### config.mk
export PLATFORM = sky130hd
export DESIGN_NAME = button_event_arbiter
export DESIGN_NICKNAME = d
export VERILOG_FILES = /design/src/rtl/button_pkg.sv /design/src/rtl/button_press_fsm.sv /design/src/rtl/button_event_arbiter.sv
export SDC_FILE = /design/constraint.sdc
export NUM_CORES = 1
export LEC_CHECK = 0
export CAP_MARGIN = 20
export CORE_MARGIN = 1
export CORE_UTILIZATION = 45
export CTS_BUF_LIST = sky130_fd_sc_hd__clkbuf_8
export DETAILED_ROUTE_END_ITERATION = 16
export DONT_BUFFER_PORTS = 1
export HOLD_SLACK_MARGIN = 0.12
export PLACE_DENSITY_LB_ADDON = 0.15
export SYNTH_ARGS = -nofsm -noshare
export SYNTH_HDL_FRONTEND = slang
export SYNTH_HIERARCHICAL = 1
export SYNTH_SLANG_ARGS = --single-unit
### constraint.sdc
create_clock -name clk -period 5.8 [get_ports clk]
set_clock_uncertainty 0.05 [all_clocks]
set_input_delay 1.74 -clock clk [delete_from_list [all_inputs] [get_ports clk]]
set_output_delay 1.74 -clock clk [all_outputs]
set_load 0.03 [all_outputs]
### src/rtl/button_pkg.sv
// Shared types and helpers for the button event path: press-state encoding,
// the event record and the button-index width rule.
package button_pkg;

  localparam int NBTN_DEFAULT = 4;

  // Widest button index the event record can carry.
  localparam int EVT_IDX_W = 8;

  typedef enum logic [1:0] {
    ST_IDLE    = 2'd0,
    ST_PRESSED = 2'd1,
    ST_LONG    = 2'd2
  } press_state_e;

  typedef struct packed {
    logic [EVT_IDX_W-1:0] btn;
    logic                 long_press;
  } btn_event_t;

  // Button index width, never narrower than one bit.
  function automatic int btn_width(input int n);
    return (n > 1) ? $clog2(n) : 1;
  endfunction

endpackage

### src/rtl/button_press_fsm.sv
// Single-button press classifier: waits until the button has been seen
// released once after reset, then reports a short press on release or a
// long press once the hold threshold is reached.
module button_press_fsm
  import button_pkg::*;
#(
  parameter int LONG_TICKS = 6000000
) (
  input  logic clk,
  input  logic rst_n,
  input  logic btn_in,
  output logic held,
  output logic evt_strobe,
  output logic evt_long
);

  localparam int CW = (LONG_TICKS > 2) ? $clog2(LONG_TICKS) : 1;
  localparam logic [CW-1:0] CNT_LAST = CW'(LONG_TICKS - 1);

  press_state_e  state_q, state_d;
  logic [CW-1:0] cnt_q, cnt_d;
  logic          armed_q, armed_d;

  // State, hold counter and arm bit registers.
  always_ff @(posedge clk or negedge rst_n) begin
    if (!rst_n) begin
      state_q <= ST_IDLE;
      cnt_q   <= '0;
      armed_q <= 1'b0;
    end else begin
      state_q <= state_d;
      cnt_q   <= cnt_d;
      armed_q <= armed_d;
    end
  end

  // Next state and event strobe; the strobe fires on the transition edge.
  always_comb begin
    state_d    = state_q;
    cnt_d      = cnt_q;
    armed_d    = armed_q | ~btn_in;
    evt_strobe = 1'b0;
    evt_long   = 1'b0;
    unique case (state_q)
      ST_IDLE: begin
        if (armed_q && btn_in) begin
          state_d = ST_PRESSED;
          cnt_d   = '0;
        end
      end
      ST_PRESSED: begin
        if (!btn_in) begin
          state_d    = ST_IDLE;
          evt_strobe = 1'b1;
        end else if (cnt_q == CNT_LAST) begin
          state_d    = ST_LONG;
          evt_strobe = 1'b1;
          evt_long   = 1'b1;
        end else begin
          cnt_d = cnt_q + CW'(1);
        end
      end
      ST_LONG: begin
        if (!btn_in) begin
          state_d = ST_IDLE;
        end
      end
      default: state_d = ST_IDLE;
    endcase
  end

  assign held = (state_q == ST_LONG);

endmodule

### src/rtl/button_event_arbiter.sv
// Merges per-button press events into a small FIFO: one pending slot per
// button, a round-robin grant into the FIFO, and a sticky drop flag for
// events that arrive while their button's slot is still occupied.
module button_event_arbiter
  import button_pkg::*;
#(
  parameter int NBTN       = NBTN_DEFAULT,
  parameter int LONG_TICKS = 6000000,
  parameter int FIFO_DEPTH = 4,
  localparam int BW        = btn_width(NBTN)
) (
  input  logic            clk,
  input  logic            rst_n,
  input  logic [NBTN-1:0] btn_in,
  output logic            evt_valid,
  input  logic            evt_ready,
  output logic [BW-1:0]   evt_btn,
  output logic            evt_long,
  output logic [NBTN-1:0] held,
  output logic            evt_drop,
  input  logic            clr_drop
);

  localparam int PW   = (FIFO_DEPTH > 2) ? $clog2(FIFO_DEPTH) : 1;
  localparam int CNTW = PW + 1;
  localparam int EW   = BW + 1;
  localparam logic [CNTW-1:0] DEPTH_C = CNTW'(FIFO_DEPTH);
  localparam logic [BW-1:0]   RR_INIT = BW'(NBTN - 1);

  logic [NBTN-1:0] raise, raise_long;
  logic [NBTN-1:0] pend_valid_q, pend_valid_d, pend_long_q, pend_long_d;
  logic [BW-1:0]   rr_q, rr_d, grant_idx, cand;
  logic            grant_valid, push, pop, fifo_full, drop_set;
  logic            drop_q, drop_d;
  logic [EW-1:0]   fifo_q [FIFO_DEPTH];
  logic [EW-1:0]   fifo_d [FIFO_DEPTH];
  logic [EW-1:0]   head_evt;
  logic [PW-1:0]   wr_ptr_q, wr_ptr_d, rd_ptr_q, rd_ptr_d, head_sel;
  logic [CNTW-1:0] count_q, count_d;

  for (genvar g = 0; g < NBTN; g++) begin : g_btn
    button_press_fsm #(.LONG_TICKS(LONG_TICKS)) u_fsm (
      .clk       (clk),
      .rst_n     (rst_n),
      .btn_in    (btn_in[g]),
      .held      (held[g]),
      .evt_strobe(raise[g]),
      .evt_long  (raise_long[g])
    );
  end

  assign fifo_full = (count_q == DEPTH_C);
  assign evt_valid = (count_q != '0);
  assign pop       = evt_valid & evt_ready;
  assign push      = grant_valid & ~fifo_full;

  // While empty, point at the slot popped last so the outputs keep the old head.
  assign head_sel  = evt_valid ? rd_ptr_q : rd_ptr_q - PW'(1);
  assign head_evt  = fifo_q[head_sel];
  assign evt_btn   = head_evt[EW-1:1];
  assign evt_long  = head_evt[0];
  assign evt_drop  = drop_q;

  // Round-robin search: scan from farthest to nearest so the button right
  // after the pointer is the one left standing.
  always_comb begin
    grant_valid = 1'b0;
    grant_idx   = rr_q;
    cand        = rr_q;
    for (int off = NBTN; off >= 1; off--) begin
      cand = BW'((int'(rr_q) + off) % NBTN);
      if (pend_valid_q[cand]) begin
        grant_valid = 1'b1;
        grant_idx   = cand;
      end
    end
    rr_d = push ? grant_idx : rr_q;
  end

  // Pending slots: the grant frees a slot before a same-edge event is stored.
  always_comb begin
    pend_valid_d = pend_valid_q;
    pend_long_d  = pend_long_q;
    drop_set     = 1'b0;
    for (int i = 0; i < NBTN; i++) begin
      if (push && (grant_idx == BW'(i))) begin
        pend_valid_d[i] = 1'b0;
      end
      if (raise[i]) begin
        if (pend_valid_d[i]) begin
          drop_set = 1'b1;
        end else begin
          pend_valid_d[i] = 1'b1;
          pend_long_d[i]  = raise_long[i];
        end
      end
    end
    drop_d = drop_set | (drop_q & ~clr_drop);
  end

  // FIFO bookkeeping; a full FIFO takes no push even while it pops.
  always_comb begin
    fifo_d   = fifo_q;
    wr_ptr_d = wr_ptr_q;
    rd_ptr_d = rd_ptr_q;
    if (push) begin
      fifo_d[wr_ptr_q] = {grant_idx, pend_long_q[grant_idx]};
      wr_ptr_d         = wr_ptr_q + PW'(1);
    end
    if (pop) begin
      rd_ptr_d = rd_ptr_q + PW'(1);
    end
    count_d = count_q + CNTW'(push) - CNTW'(pop);
  end

  // All arbiter and FIFO state registers.
  always_ff @(posedge clk or negedge rst_n) begin
    if (!rst_n) begin
      pend_valid_q <= '0;
      pend_long_q  <= '0;
      rr_q         <= RR_INIT;
      drop_q       <= 1'b0;
      wr_ptr_q     <= '0;
      rd_ptr_q     <= '0;
      count_q      <= '0;
      for (int j = 0; j < FIFO_DEPTH; j++) begin
        fifo_q[j] <= '0;
      end
    end else begin
      pend_valid_q <= pend_valid_d;
      pend_long_q  <= pend_long_d;
      rr_q         <= rr_d;
      drop_q       <= drop_d;
      wr_ptr_q     <= wr_ptr_d;
      rd_ptr_q     <= rd_ptr_d;
      count_q      <= count_d;
      fifo_q       <= fifo_d;
    end
  end

endmodule

Word-level counts from Yosys, hierarchy flattened
Index checks and enable logic that the tools add are counted.
{ "totals": {"regBits": 134, "latchBits": 0, "out_inout_bits": 9, "word_cells": 231, "input_bits": 8, "mem_bits_rw": 0, "romBits": 0, "memories": 0} }
{ "classes": {"shift": 0, "n_reduce_logical": 31, "bitwise_logic": 20, "eq_ne": 36, "mul": 0, "order_cmp": 8, "mux": 97, "div": 0, "n_addsub": 13} }
{ "op_table": {"columns": ["operator", "n"], "rows": [
  ["two-way mux 23 bit", 12],
  ["one-hot mux 23 bit (2 select lines)", 4],
  ["adder 23 x 1 -> 23 bit (second input constant)", 4],
  ["== test 23 bit (second input constant)", 4],
  ["two-way mux 1 bit", 45],
  ["two-way mux 2 bit", 21],
  ["inequality test 2 bit (second input constant)", 12],
  ["one-hot mux 2 bit (3 select lines)", 4],
  ["AND reduction 4 bit", 4],
  ["less-than comparator 2 x 3 -> 1 bit (second input constant)", 5],
  ["bitwise mux 12 bit", 1],
  ["== test 2 bit (second input constant)", 6],
  ["inequality test 3 x 2 -> 1 bit (second input constant)", 4],
  ["AND reduction 3 bit", 4],
  ["binary-select mux 1 bit (select 2 bit)", 5],
  ["== test 2 x 1 -> 1 bit (second input constant)", 5],
  ["logical NOT 2 bit", 5],
  ["inverter 1 bit", 10],
  ["logical AND 1 bit", 9],
  ["two-way mux 3 bit", 3],
  ["adder 2 x 1 -> 2 bit (second input constant)", 4],
  ["inequality test 2 x 1 -> 1 bit (second input constant)", 4],
  ["AND reduction 2 bit", 4],
  ["nonzero test 2 bit", 4],
  ["13 further kinds", 22]
]} }

Logic depth before layout (Yosys ltp)
Gate-level depths: netlist of run 1.
{ "depth": {"word_depth": 19, "depth_mapped": 10, "mapped_depth_nobuf": 9} }

Hierarchy
Netlist of run 1, hierarchy kept.
{ "modules_own_cells": {"columns": ["module", "instances", "area_each_um2", "cells_each", "seq_area_each_um2"], "rows": [
  ["button_press_fsm at g_btn[0].u_fsm ...", 2, 1575.3, 166, 650.6],
  ["button_event_arbiter", 1, 1569.0, 154, 753.2],
  ["button_press_fsm at g_btn[1].u_fsm", 1, 1535.2, 172, 650.6],
  ["button_press_fsm at g_btn[3].u_fsm", 1, 1507.7, 173, 650.6]
]} }

Worst setup path before layout of run 1
No wires, ideal clock.
{ "synth_timing": {"path_kind": "register -> output", "from": "reg count_q[1]", "to": "out evt_btn[0]", "t_arrival_ns": 2.036, "setup_slack_ns": 1.974, "n_path_buf": 1, "path_stages_with_launch": 5, "path_cell_list": "dfrtp_1 > or3_1 > clkbuf_1 > xor2_1 > mux4_2"} }
{ "synth_via": {"elab_chain_len": 6} }
{ "synth_rtl": {"columns": ["element", "line", "rtl"], "rows": [
  ["from (decl)", "button_event_arbiter.sv:39", "logic [CNTW-1:0] count_q, count_d;"],
  ["from (signal assigned)", "button_event_arbiter.sv:136", "count_q <= count_d;"],
  ["nonzero test 3 bit", "button_event_arbiter.sv:53", "assign evt_valid = (count_q != '0);"],
  ["via evt_valid", "button_event_arbiter.sv:15", "output logic evt_valid,"],
  ["two-way mux 2 bit", "button_event_arbiter.sv:58", "assign head_sel = evt_valid ? rd_ptr_q : rd_ptr_q - PW'(1);"],
  ["inverter 2 -> 3 bit (not written as such)", "button_event_arbiter.sv:59", "assign head_evt = fifo_q[head_sel];"],
  ["binary-select mux 3 bit (select 2 bit)", "button_event_arbiter.sv:59", null],
  ["two-way mux 3 bit (not written as such) (2 in series)", "button_event_arbiter.sv:59", null],
  ["to (decl)", "button_event_arbiter.sv:17", "output logic [BW-1:0] evt_btn,"]
]} }
The timed path passes the listed nets, and every way through them passes these cells. The select of a mux whose other input is x is not followed.

Final worst setup path of run 1
{ "layout_timing": {"from": "reg count_q[1]", "to": "out evt_btn[1]"} }
Same word-level chain as after synthesis.

==> results of run 1 <==
## Yosys cell counts, types with 4 or more instances
cell type	number	area share, %
o31ai_1	48	4.6
nand2b_1	15	1.2
o31ai_4	5	1.4
nand4_1	30	2.4
o21ai_0	72	4.6
o21ai_1	26	1.7
o311ai_0	6	0.68
a21oi_1	22	1.4
nor3_1	8	0.52
nand2_1	77	3.7
nor2_1	60	2.9
nor4_2	4	0.64
and2_1	6	0.48
buf_2	11	0.71
dfrtp_1	132	43
xnor2_1	5	0.56
and3_1	14	1.1
ha_1	10	1.6
o22a_1	4	0.45
and4bb_2	4	0.64
or3_1	6	0.48
clkbuf_1	12	0.58
a41oi_1	5	0.56
nor2b_1	15	1.2
buf_4	4	0.39
nand3_1	61	3.9
clkbuf_2	4	0.26
o41ai_1	9	1.0
a21o_1	8	0.77
o21a_1	5	0.48
nor4_1	4	0.32
a31oi_1	34	2.7
buf_6	10	1.5
inv_1	21	1.0
## worst max-delay path, cell delays in order, from the launching register on
cell and delay (ns):
dfrtp_1 0.44, or3_1 0.56, xor2_1 0.43, mux4_2 0.68
## per-stage QoR
step / utilization, % / setup WS [ns]
CTS: 49.1 / 1.41
floorplan: - / 1.97
global route: 49.2 / 1.32
global placement: 46.4 / 1.95
finish: 49.2 / 1.47
detailed placement: 46.4 / 1.90
## flip-flops by register name (all words and copies together), names as in the netlist
| register | count |
|---|---|
| pend_valid_q | 4 |
| g_btn.u_fsm/armed_q | 4 |
| fifo_q | 12 |
| pend_long_q | 4 |
| wr_ptr_q | 2 |
| rr_q | 2 |
| count_q | 3 |
| g_btn.u_fsm/state_q | 8 |
| evt_drop | 1 |
| rd_ptr_q | 2 |
| g_btn.u_fsm/cnt_q | 92 |
## layer usage
metal | wire length (um) | up-vias
li1 | - | 3091
met1 | 8280 | 3177
met2 | 8230 | 138
met3 | 699 | 7
met4 | 127 | 0
met5 | 0 | -
## final timing paths
| check | end |
|---|---|
| setup / recovery | evt_btn[1] |
| hold / removal | fifo_q[2] |
| setup reg to reg | count_q[2] |
| hold reg to reg | fifo_q[2] |
| max in group asynchronous | rr_q[0] |
| min in group asynchronous | g_btn[3].u_fsm/cnt_q[9] |
## logic make-up (layout without fill, tap and decap cells)
kind of cell | count (synthesis) | after routing
and+or+nand+nor | 346 | 346
AOI/OAI and AO/OA | 263 | 263
DFF | 134 | 134
buffers and inverters | 65 | 56
adders and majority gates | 11 | 11
xor gates and xnor gates | 7 | 7
muxes | 5 | 5
## final cells by class
class	instances	area (um^2)	area share (%)
Inverter	21	78.8	0.959
Tap cell	220	275	3.35
Sequential cell	134	3360	40.8
Clock buffer	18	248	3.01
Timing Repair Buffer	3	20.0	0.244
Multi-Input combinational cell	632	4040	49.1
Clock inverter	14	206	2.51
## power groups by stage
stage | combinational [mW] | clock (mW) | sequential (mW)
floorplan | 0.605 | 0 | 1.18
global placement | 0.673 | 0 | 1.22
detailed placement | 0.711 | 0 | 1.23
CTS | 0.712 | 0.921 | 1.21
global route | 0.814 | 0.962 | 1.23
finish | 0.710 | 0.897 | 1.21
==> qor.txt, run 1 <==
Die W - 133 um
met2 GRT Util - 32.0%
worst hold path type - reg -> reg
simple logic cell fraction of the synthesized area - 25.5%
Initial DRT Pass Iterations - 6
syn nets - 850
WS Path Type - reg -> out
# DRC - 0
Final Hold Vio Count - 0
hold_sp - fifo_q[2]
core area - 16700 um^2
crit path max fanout - 4
fin crit share - 74.6%
remaining antenna violation count - 0
Post-synth top flop - dfrtp_1
Yosys cell types - 73
met1 usage - 29.3%
gp weighted congestion - 0.825
commonest non-fill, non-tap cell in the layout - dfrtp_1
clk sink count - 134
RSZ-0062 raised after global routing - no
placed inst area - 7750 um^2
postcts setup bufs - 0
Total Wirelength - 17300 um
IO buf count - 0
cell count after placement - 1008
initial antenna violation count - 0
row cnt - 47
Period minus WS final - 4.33 ns
R2R depth - 9
reg-to-reg startpoint - count_q[1]
Synth Area in Compound Gates - 22.7%
Ys Warns - 6
Worst setup SP type - register
Synth Area in XOR/XNOR - 0.790%
FILL cells - 1588
GRT Total Usage - 20.6%
Total Die Area - 17800 um^2
Crit. Startpoint - count_q[1]
Flop pwr share - 43.0%
DR vias - 6413
vias per cell - 6.15
fraction of layout cells with a size suffix above 1 - 10.6%
cell count after synthesis - 831
vias in the first global route - 6052
r2r setup slk - 3.20 ns
adder-cell share of the synthesized area - 1.87%
Initial Utilization - 46.5%
synthesis-to-layout area growth - 5.90%
cell count of the worst hold path - 2
Cell Area, Synth - 7760 um^2
Pleak - 3.33 nW
sequential share of the synthesized area - 43.2%
Inserted Diodes - 0
Final TNS setup - 0 ns
CP endpoint kind - output pin
switching power of the nets - 0.948 mW
fin nets - 828
global route hottest layer - met2
Layout Cells excl Fill - 1042
first-pass GRT wire length - 29800 um
Die Span Y - 133 um
H-tree lvl count - 4
clk_lat worst skew - 0.45 ns
Slew HR - 26.4%
number of flops mapped to enable cells by yosys - 0
total power - 2.82 mW
crit path DAT - 2.54 ns
Pwr Density - 343 nW/um^2
Max Freq - 0.231 GHz
total I/O pin count - 17
detailed placement HPWL - 11500 um
Comb pwr share - 25.2%
WL/cell - 16.6 um
Final setup viols - 0
Clock Power Share - 31.8%
Avg Inst Size Synth - 9.34 um^2
CTS Hold Bufs - 0
P_int - 1.87 mW
multiplexer share of the synthesized area - 1.14%
post-route cell area - 8220 um^2
CTS tree - done
grt met3 use - 4.57%
largest net degree at the start of global routing - 135
final-report max-slew violation count - 0
Hold WS - 0.434 ns
GRT overflow - 0
Clock Tree Root - clkbuf_8
PostCTS Resize Cnt - 0
worst path required time - 4.01 ns
max cap viols - 0
Yosys reg bits - 134
most frequent cells in the layout - dfrtp_1, nand2_1, o21ai_0, nand3_1, nor2_1
clk buf depth - 2
Num CTS Buffers - 17
Synth async-reset ratio - 100%
largest family of logic cells by synthesized area - simple AND/OR/NAND/NOR gates
Clock transition at path regs - 0.07 ns
first-iteration detailed-routing DRC count - 566
Sw Ratio - 33.6%
status - finished clean
peak supply drop - 0.000257 V
Slew @ Worst Pin - 1.09 ns
Power figures use the tool's default switching activity.
==> inputs of run 2 (changes only) <==
Clock period 5.8 ns to 3.55 ns, I/O delays scaled along.
==> qor.txt, run 2 (synthesized netlist as in run 1, its figures left out) <==
GRT overflow - 0 (unchanged)
Slew @ Worst Pin - 1.02 ns (-0.0708 ns)
RSZ-0062 raised after global routing - no
final-report max-slew violation count - 0 (unchanged)
Crit. Startpoint - count_q[1]
clk_lat worst skew - 0.44 ns (about the same)
Period minus WS final - 3.36 ns
total power - 4.34 mW (+54%)
vias per cell - 6.16 (+0.16%)
# DRC - 0 (unchanged)
WL/cell - 16.6 um (-0.12%)
Worst Setup EP - evt_long
Pwr Density - 533 nW/um^2 (+55%)
worst path required time - 2.43 ns (-1.58 ns)
Inserted Diodes - 0 (unchanged)
Slew HR - 31.2% (+4.8 points)
Final Hold Vio Count - 0 (unchanged)
Worst setup SP type - register
largest net degree at the start of global routing - 135 (unchanged)
peak supply drop - 0.000411 V (+60%)
biggest regs - g_btn.u_fsm/cnt_q: 92 flops, fifo_q: 12 flops, g_btn.u_fsm/state_q: 8 flops
max reg flops - 92 (unchanged)
Final setup viols - 0 (unchanged)
postcts setup bufs - 0 (unchanged)
Final TNS setup - 0 ns (unchanged)
Initial Utilization - 46.5% (unchanged)
first-iteration detailed-routing DRC count - 467 (-17%)
WS Path Type - reg -> out
FF-to-FF End - count_q[2]
DR vias - 6411 (-0.031%)
CP endpoint kind - output pin
R2R depth - 10 (+1)
clk sink count - 134 (unchanged)
fin nets - 830 (+0.24%)
cell count after placement - 1012 (+0.40%)
vias in the first global route - 6191 (+2.3%)
Total Wirelength - 17300 um (-0.31%)
CTS tree - done
core area - 16700 um^2 (unchanged)
initial antenna violation count - 0 (unchanged)
crit path DAT - 2.25 ns (-0.29 ns)
worst hold path type - in -> async
most frequent cells in the layout - dfrtp_1, nand2_1, o21ai_0, nand3_1, nor2_1
Clock Tree Root - clkbuf_8
crit path max fanout - 4 (unchanged)
detailed placement HPWL - 11400 um (-0.55%)
clk buf depth - 2 (unchanged)
Max Freq - 0.297 GHz
slowest CP cell - mux4_2
GRT Total Usage - 20.7% (+0.066 points)
r2r setup slk - 0.93 ns (-2.27 ns)
worst stage delay on the critical path - 0.66 ns (-0.02 ns)
gp weighted congestion - 0.841 (+2.0%)
Die Span Y - 133 um (unchanged)
remaining antenna violation count - 0 (unchanged)
H-tree lvl count - 4 (unchanged)
Die W - 133 um (unchanged)
Cell Chain, Critical Path - or3_1 -> xor2_2 -> mux4_2
Initial DRT Pass Iterations - 5 (-1)
IO buf count - 0 (unchanged)
commonest non-fill, non-tap cell in the layout - dfrtp_1
fraction of layout cells with a size suffix above 1 - 10.5% (-0.096 points)
Total Die Area - 17800 um^2 (unchanged)
max cap viols - 0 (unchanged)
status - finished clean
synthesis-to-layout area growth - 4.96%
Layout Cells excl Fill - 1040 (-0.19%)
Num CTS Buffers - 17 (unchanged)
fin crit share - 94.7%
reg-to-reg startpoint - count_q[1]
Pleak - 3.31 nW (-0.51%)
FILL cells - 1598 (+0.63%)
Clock transition at path regs - 0.07 ns (about the same)
Biggest register - g_btn.u_fsm/cnt_q
first-pass GRT wire length - 29900 um (+0.14%)
total I/O pin count - 17 (unchanged)
row cnt - 47 (unchanged)
run 2: cell count changes in the layout (fill, tap and decap cells not counted), sizes merged:
| cell | previous run | this run |
|---|---|---|
| bufinv | 5 | 1 |
| buf | 2 | 5 |
| clkinvlp | 3 | 0 |
| clkbuf | 19 | 21 |
| clkinv | 6 | 4 |
| inv | 21 | 23 |
run 2: layout make-up:
type	instances	area, um^2	share of cell area, %
Sequential cell	134	3360	41.2
Timing Repair Buffer	5	37.5	0.461
Tap cell	220	275	3.38
Clock inverter	7	57.6	0.706
Inverter	21	78.8	0.967
Multi-Input combinational cell	632	4050	49.8
Clock buffer	21	289	3.55
run 2: worst max-delay path, delay by kind of cell, from the launching register on:
kind | cells | cell delay, ns
and+or+nand+nor | 1 | 0.42
DFF | 1 | 0.43
muxes | 1 | 0.66
xor gates and xnor gates | 1 | 0.28
run 2: how the worst min path moves through the flow:
stage / end / slack [ns] / depth (start not counted)
2_1_floorplan: g_btn[1].u_fsm/cnt_q[22] / 0.39 / 1
3_3_place_gp: g_btn[1].u_fsm/cnt_q[22] / 0.41 / 1
3_5_place_dp: g_btn[1].u_fsm/cnt_q[22] / 0.42 / 1
4_1_cts: g_btn[3].u_fsm/cnt_q[8] / 0.24 / 0
5_1_grt: rd_ptr_q[1] / 0.22 / 0
6_report: g_btn[3].u_fsm/cnt_q[8] / 0.26 / 0
run 2: power by group:
| part | leakage [nW] | switching [mW] | total [mW] | internal (mW) |
|---|---|---|---|---|
| logic | 1.35 | 0.710 | 1.19 | 0.482 |
| clock network | 0.191 | 0.556 | 1.16 | 0.602 |
| registers | 1.77 | 0.238 | 1.99 | 1.75 |
run 2: repair_timing:
| item | 4_1_cts | 5_1_grt |
|---|---|---|
| setup endpoints to repair | 0 | 3 |
| hold buffers | 0 | 0 |
| gates resized for setup | 0 | 3 |
run 2: layer usage:
metal	vias up	part of all wire (%)	track usage [%]
li1	3089	-	-
met1	3178	48	28.0
met5	-	0	0
met4	0	1.2	6.69
met3	15	3.7	4.49
met2	129	47	32.8
run 2: stage by stage:
stage               cell area (um^2)  setup slack, ns  util [%]  hold slack (ns)
detailed placement              7780            0.516      46.6            0.415
finish                          8150            0.188      48.8            0.258
global route                    8150           0.0486      48.8            0.224
CTS                             8130           0.0200      48.7            0.240
floorplan                       7760            0.399         -            0.386
global placement                7780            0.585      46.6            0.409
==> inputs of run 3 (changes only) <==
Settings changed: SKIP_LAST_GASP from default to 1.
==> results of run 3 <==
Final layout, timing and power as in run 2 (identical DEF).
